[src/rtl/iter_divider_pkg.sv]
// Shared definitions for the iterative radix-2 divider: op encodings, FSM states
// and the iteration count.
package iter_divider_pkg;

   localparam logic [1:0] DIV_OP_NONE     = 2'b00;
   localparam logic [1:0] DIV_OP_UNSIGNED = 2'b01;
   localparam logic [1:0] DIV_OP_SIGNED   = 2'b10;

   localparam int DIV_ITERS = 32;

   typedef enum logic [1:0] {
      ST_IDLE = 2'd0,
      ST_CALC = 2'd1,
      ST_FIX  = 2'd2
   } div_state_e;

endpackage

[src/rtl/iter_divider.sv]
// 32-bit iterative restoring divider (signed/unsigned), one quotient bit per cycle.
// Optional macro DIV_ZERO_FAST_EN: divide-by-zero skips the iterations and finishes in one cycle.
module iter_divider
   import iter_divider_pkg::*;
(
   input  logic        clk,
   input  logic        rst,
   input  logic [1:0]  div_op,
   input  logic [31:0] dividend,
   input  logic [31:0] divisor,
   output logic [63:0] result,
   output logic        done
);

   div_state_e  state_q, state_d;
   logic [5:0]  cnt_q, cnt_d;
   logic [32:0] rem_q, rem_d;
   logic [31:0] quo_q, quo_d;
   logic [31:0] dvsr_q, dvsr_d;
   logic        neg_quo_q, neg_quo_d;
   logic        neg_rem_q, neg_rem_d;
   logic [63:0] result_q, result_d;

   logic        accept;
   logic        is_signed;
   logic [33:0] rem_shift;
   logic [33:0] step_diff;
   logic        step_ge;
   logic [32:0] step_rem;
   logic [31:0] step_quo;

   function automatic logic [31:0] cond_neg(input logic neg, input logic [31:0] v);
      return neg ? (32'd0 - v) : v;
   endfunction

   // Restoring step: shift in the next dividend bit, subtract if it fits.
   always_comb begin
      rem_shift = {rem_q, quo_q[31]};
      step_diff = rem_shift - {2'b00, dvsr_q};
      step_ge   = ~step_diff[33];
      step_rem  = step_ge ? step_diff[32:0] : rem_shift[32:0];
      step_quo  = {quo_q[30:0], step_ge};
   end

   always_comb begin
      state_d   = state_q;
      cnt_d     = cnt_q;
      rem_d     = rem_q;
      quo_d     = quo_q;
      dvsr_d    = dvsr_q;
      neg_quo_d = neg_quo_q;
      neg_rem_d = neg_rem_q;
      result_d  = result_q;
      is_signed = (div_op == DIV_OP_SIGNED);
      accept    = (state_q == ST_IDLE) &&
                  ((div_op == DIV_OP_SIGNED) || (div_op == DIV_OP_UNSIGNED));

      unique case (state_q)
         ST_IDLE: begin
            if (accept) begin
               quo_d     = cond_neg(is_signed & dividend[31], dividend);
               dvsr_d    = cond_neg(is_signed & divisor[31], divisor);
               neg_quo_d = is_signed & (dividend[31] ^ divisor[31]);
               neg_rem_d = is_signed & dividend[31];
               rem_d     = '0;
               cnt_d     = '0;
               state_d   = ST_CALC;
`ifdef DIV_ZERO_FAST_EN
               // Raw operands pass straight through FIX with no sign correction.
               if (divisor == 32'd0) begin
                  rem_d     = {1'b0, dividend};
                  quo_d     = '1;
                  neg_quo_d = 1'b0;
                  neg_rem_d = 1'b0;
                  state_d   = ST_FIX;
               end
`endif
            end
         end
         ST_CALC: begin
            rem_d = step_rem;
            quo_d = step_quo;
            cnt_d = cnt_q + 6'd1;
            if (cnt_q == 6'(DIV_ITERS - 1)) begin
               state_d = ST_FIX;
            end
         end
         ST_FIX: begin
            result_d = {cond_neg(neg_rem_q, rem_q[31:0]), cond_neg(neg_quo_q, quo_q)};
            state_d  = ST_IDLE;
         end
         default: state_d = ST_IDLE;
      endcase
   end

   always_ff @(posedge clk) begin
      if (rst) begin
         state_q  <= ST_IDLE;
         cnt_q    <= '0;
         rem_q    <= '0;
         result_q <= '0;
      end else begin
         state_q  <= state_d;
         cnt_q    <= cnt_d;
         rem_q    <= rem_d;
         result_q <= result_d;
      end
   end

   // Operand and sign registers are only meaningful after an accept, so they carry no reset.
   always_ff @(posedge clk) begin
      quo_q     <= quo_d;
      dvsr_q    <= dvsr_d;
      neg_quo_q <= neg_quo_d;
      neg_rem_q <= neg_rem_d;
   end

   assign result = result_q;
   assign done   = (state_q == ST_IDLE);

endmodule

[config.mk]
export PLATFORM = sky130hd
export DESIGN_NAME = iter_divider
export DESIGN_NICKNAME = d
export VERILOG_FILES = /design/src/rtl/iter_divider_pkg.sv /design/src/rtl/iter_divider.sv
export SDC_FILE = /design/constraint.sdc
export NUM_CORES = 1
export LEC_CHECK = 0
export BUFFER_PORTS_ARGS = -buffer_cell sky130_fd_sc_hd__buf_2
export CAP_MARGIN = 30
export CORE_UTILIZATION = 45
export DETAILED_ROUTE_END_ITERATION = 7
export PLACE_DENSITY = 0.74
export SYNTH_ARGS = -nofsm -noshare
export SYNTH_HDL_FRONTEND = slang
export SYNTH_SLANG_ARGS = --single-unit
[constraint.sdc]
create_clock -name clk -period 6.77 [get_ports clk]
set_input_delay 1.354 -clock clk [delete_from_list [all_inputs] [get_ports clk]]
set_output_delay 1.354 -clock clk [all_outputs]
set_load 0.05 [all_outputs]
======== Word-level counts from Yosys, hierarchy flattened ========
Cells that the tools add are included.
W data, S select, Z words.
word-level totals
  output and inout bits ................... 65
  register bits ........................... 171
  word-level logic and storage cells ...... 47
  bits of input ports ..................... 68
cells by class
  reduce and logical (&&, ||, !) cells .... 7
  muxes and demuxes ....................... 14
  equality and inequality tests ........... 7
  add/sub/neg operators ................... 6
  bitwise gates (word level) .............. 5
operators by type and width
  operator                 number
  $mux W32                 5
  $sub A1 B32 Y32 const A  4
  $mux W33                 2
  $pmux W33 S2             1
  $pmux W32 S2             1
  $sub A34 B32 Y34         1
  $pmux W6 S2              1
  $add A6 B1 Y6 const B    1
  $eq A6 B5 Y1 const B     1
  $mux W6                  1
  $reduce_and A2 Y1        3
  $eq A2 B1 Y1 const B     2
  $eq A2 B2 Y1 const B     2
  $mux W2                  2
  $pmux W2 S2              1
  $and A1 B1 Y1            3
  $logic_not A2 Y1         1
  $ne A2 B1 Y1 const B     1
  $ne A2 B2 Y1 const B     1
  $reduce_bool A2 Y1       1
  $logic_and A1 B1 Y1      1
  $logic_or A1 B1 Y1       1
  $not A1 Y1               1
  $xor A1 B1 Y1            1

======== Logic depth before layout (Yosys ltp) ========
  depth in word-level cells ............... 5
  mapped depth ............................ 14
  depth with buffers taken out ............ 13

======== Worst setup path before layout ========
No wires, ideal clock.
  path type ............................... in2reg
  start ................................... in div_op[0]
  end ..................................... reg rem_q[0]
  setup time .............................. 0.117 ns
  slack ................................... 0.436 ns
  required time ........................... 6.653 ns
  arrival ................................. 6.217 ns
  path buffers ............................ 2
  stages .................................. 8
  cell sequence ........................... inv_1 > ha_1 > nor3_1 > or2_2 > clkbuf_1 > nor2_1 > clkbuf_1 > a32o_1
on the way
  word-level cells in the longest chain between the ends .. 5
  elaborated cells on any way between the ends .. 6
  those cells by class .................... eq/ne (3); reduce/logical (3)
ends and longest elaborated chain
  what                                          line                 RTL
  start: declaration                            iter_divider.sv:8    input logic [1:0] div_op,
  $eq A2 B2 Y1 or $eq A2 B1 Y1 (tied branches)  iter_divider.sv:56   ((div_op == DIV_OP_SIGNED) || (div_op == DIV_OP_UNSIGNED));
  $logic_or A1 B1 Y1 (*)                        iter_divider.sv:56
  $logic_and A1 B1 Y1 (*)                       iter_divider.sv:55   accept = (state_q == ST_IDLE) &&
  $ne A2 B1 Y1 (no line) (*)                    -
  $reduce_and A2 Y1 (no line) (*)               -
  end signal: assignment                        iter_divider.sv:105  rem_q <= rem_d;
  end: declaration                              iter_divider.sv:17   logic [32:0] rem_q, rem_d;
Mark *: on every way between the ends. The rest lies on a longest branch, timed or not.
A chain may end at the register's enable or synchronous reset.

======== Worst setup path after layout ========
  start ................................... reg rem_q[17]
  end ..................................... reg rem_q[1]
on the way
  word-level cells in the longest chain between the ends .. 3
ends and longest elaborated chain
  what              line                RTL
  $sub A34 B32 Y34  iter_divider.sv:39  step_diff = rem_shift - {2'b00, dvsr_q};
  $mux W33          iter_divider.sv:41  step_rem = step_ge ? step_diff[32:0] : rem_shift[32:0];
  $pmux W33 S2      iter_divider.sv:58  unique case (state_q)
Every way passes these cells.

==> results.ini <==
[clock_network]
cts_tree = done
cts.reportedPaths.clkPinSlew_ns = 0.08
cts_buffer_depth = 2
cts.htree.levels = 4
cts_buffers = 17
cts.sinks = 171
ctsResizeCount = 0
clock_latency_ns = 0.43
cts_root_buf = clkbuf_16
cts_setup_buffers = 0
hold_buffers = 0

[min_path]
hold_path.class = register to register

[yosys]
synthFlopType = dfxtp_1
synth-xor-area-share_pct = 11.57
ys_seq_area_share_pct = 38.28
synth-simple-area-share_pct = 17.23
syn_inst = 1251
synth_edf_count = 66
synth_mux_area_share_pct = 0.3870
ys_types = 58
yosys_register_bits = 171
async_flop_share_pct = 0
synth_top_family_by_area = compound AO/OA/AOI/OAI gates
yosys_warnings = 0
syn_nets = 1358
avgSynthCellArea_um2 = 8.528
syn_area_mm2 = 0.01067
synth_compound_area_share_pct = 23.58
synth_fa_ha_area_share_pct = 4.644

[routing]
via_count = 9374
routedWlPerCell_um = 15.80
dr.pass1.iters = 5
viasPerCell = 5.613
drcViolationCount = 0
wirelength_um = 26390
antenna_left = 0
drt_iter0_drc = 673

[setup_path]
crit_arrival_ns = 4.26
critPathMaxFanout = 28
critPathRequiredTime_ns = 7.06
start_kind = register
end_kind = register
path_class = register to register

[sta]
finalCritPeriodShare_pct = 58.70
slew_violations = 0
hold_viol_final = 0
clock_skew_ns = 0.01030
grt_setup_unrepaired = no
hold-worst-slack_ns = 0.4554
tns_ns = 0
tightest_slew_ns = 0.9992
fin_crit_ns = 3.974
worst_slack_ns = 2.796
slew_headroom_pct = 33.39
clock.fmax_ghz = 0.2516
setup_viol = 0

[placement]
io_buffers = 132
place.gp.congestion = 0.9442
dp_hpwl_um = 19980
post-place-ws_ns = 2.829

[pwr]
vdd_ir_drop_max_mv = 0.1560
power_density_mw_per_mm2 = 214.7
power_leakage_nw = 4.900
power_mw = 2.623

[global_routing]
grt_use_total_pct = 22.11
grt_max_degree = 74
overflow = 0
grt_antenna_before_repair = 0
grt_first_pass_wirelength_um = 43060
grt_pass1_vias = 8319

[floorplanning]
die_y_um = 156.0
rows = 55
die_w_um = 156.0
core_area_mm2 = 0.02292
initial_core_util_pct = 46.56
die_area_mm2 = 0.02433
ios = 133

[job]
cap_viol_max_count = 0

[cells_and_area]
diodes = 0
nets = 1451
drive_gt1_share_pct = 14.30
areaGrowthSynthToFinish_pct = 14.50

[run_status]
status = complete, no violations

report_power, final:
part           total (mW)  internal [mW]  leakage [nW]  switching (mW)
Sequential           1.22           1.15          1.49          0.0735
Combinational       0.387          0.148          3.11           0.238
Clock                1.01          0.539         0.301           0.474
flip-flops by register name, indices dropped and copies added (netlist names):
name and cells:
result 64, quo_q 32, cnt_q 6, rem_q 33, dvsr_q 32, neg_quo_q 1, neg_rem_q 1, state_q 2
routing by layer:
layer | track usage (%) | vias up | share of wire [%]
met5 | 0 | - | 0
li1 | - | 4750 | -
met1 | 34.11 | 4314 | 52
met4 | 4.669 | 0 | 0.98
met2 | 31.59 | 290 | 41
met3 | 3.972 | 20 | 6.2
final timing paths:
path	start	end	slack, ns	cells after the start
worst max-delay path	rem_q[17]	rem_q[1]	2.80	11
worst min-delay path	result[0]	result[0]	0.46	2
worst max register to register	rem_q[17]	rem_q[1]	2.80	11
worst min register to register	result[0]	result[0]	0.46	2
cell type report:
type,count,area (um^2)
Multi-Input combinational cell,958,6157
Inverter,55,206.4
Fill cell,2105,10700
Tap cell,313,391.6
Timing Repair Buffer,141,760.7
Clock inverter,15,190.2
Clock buffer,17,425.4
Sequential cell,171,4084
worst max-delay path, cell delays in order, from the launching register on:
cell and delay (ns):
dfxtp_1 0.41, ha_1 0.47, a21oi_1 0.09, o21ai_0 0.31
nor3_1 0.10, a21oi_1 0.27, nand3_1 0.25, a31oi_1 0.25
o21a_1 0.71, buf_4 0.34, or2_2 0.43, o311ai_0 0.18
through the flow:
stage | instance area (um^2) | cells | util, %
after global placement | 11550 | 1636 | 50.41
final | 12220 | 1670 | 53.31
after floorplan | 10670 | 1251 | -
after CTS | 12220 | 1670 | 53.31
after global routing | 12220 | 1670 | 53.31
after detailed placement | 11600 | 1638 | 50.62
synth_stat cells (3+ instances only):
master,instances,area (um^2)
a21o_1,19,142.6
a22oi_1,4,30.03
xnor2_1,52,455.4
nand2b_1,16,100.1
nor2_1,124,465.5
nand3_1,12,60.06
o21a_1,5,37.54
o211ai_1,47,352.8
o2111ai_1,3,26.28
clkbuf_1,62,232.7
a21oi_1,65,325.3
a31oi_1,11,68.82
a32o_1,7,70.07
nor4_1,13,81.33
ha_1,38,475.5
o41ai_1,13,113.9
and3_1,9,56.30
nand3b_1,5,37.54
a31o_2,3,26.28
o31a_1,3,26.28
dfxtp_1,105,2102
nor2b_1,7,43.79
edfxtp_1,66,1982
nand2_1,139,521.8
buf_1,4,15.01
o21ai_0,86,430.4
nand4_1,3,18.77
xor2_1,89,779.5
o31ai_1,20,150.1
or3_1,18,112.6
mux2i_1,3,30.03
o311ai_0,3,26.28
a211oi_1,67,503.0
nor3_1,20,100.1
and2_1,10,62.56
inv_1,55,206.5
o21bai_1,5,37.54
or4_4,4,45.04
or2_2,4,25.02
or4_1,12,90.09
cells in the final DEF, fill, tap and decap left out, types with 13 or more instances in the layout:
| master | synthesis | routed |
|---|---|---|
| nand2_1 | 139 | 139 |
| buf_2 | 1 | 132 |
| nor2_1 | 124 | 122 |
| dfxtp_1 | 105 | 105 |
| xor2_1 | 89 | 89 |
| o21ai_0 | 86 | 86 |
| a211oi_1 | 67 | 67 |
| edfxtp_1 | 66 | 66 |
| a21oi_1 | 65 | 65 |
| inv_1 | 55 | 55 |
| xnor2_1 | 52 | 52 |
| o211ai_1 | 47 | 47 |
| ha_1 | 38 | 38 |
| o31ai_1 | 20 | 20 |
| nor3_1 | 20 | 19 |
| a21o_1 | 19 | 19 |
| or3_1 | 18 | 18 |
| clkbuf_16 | 0 | 17 |
| nand2b_1 | 16 | 16 |
| nor4_1 | 13 | 13 |
| o41ai_1 | 13 | 13 |
cell families after synthesis:
group                    count (synthesis)
adder cells (fa/ha/maj)                 39
AO/OA/AOI/OAI                          376
buffers and inverters                  122
multiplexers                             4
flip-flops                             171
XOR/XNOR                               141
AND/OR/NAND/NOR                        398
(Power assumes the default switching activity.)
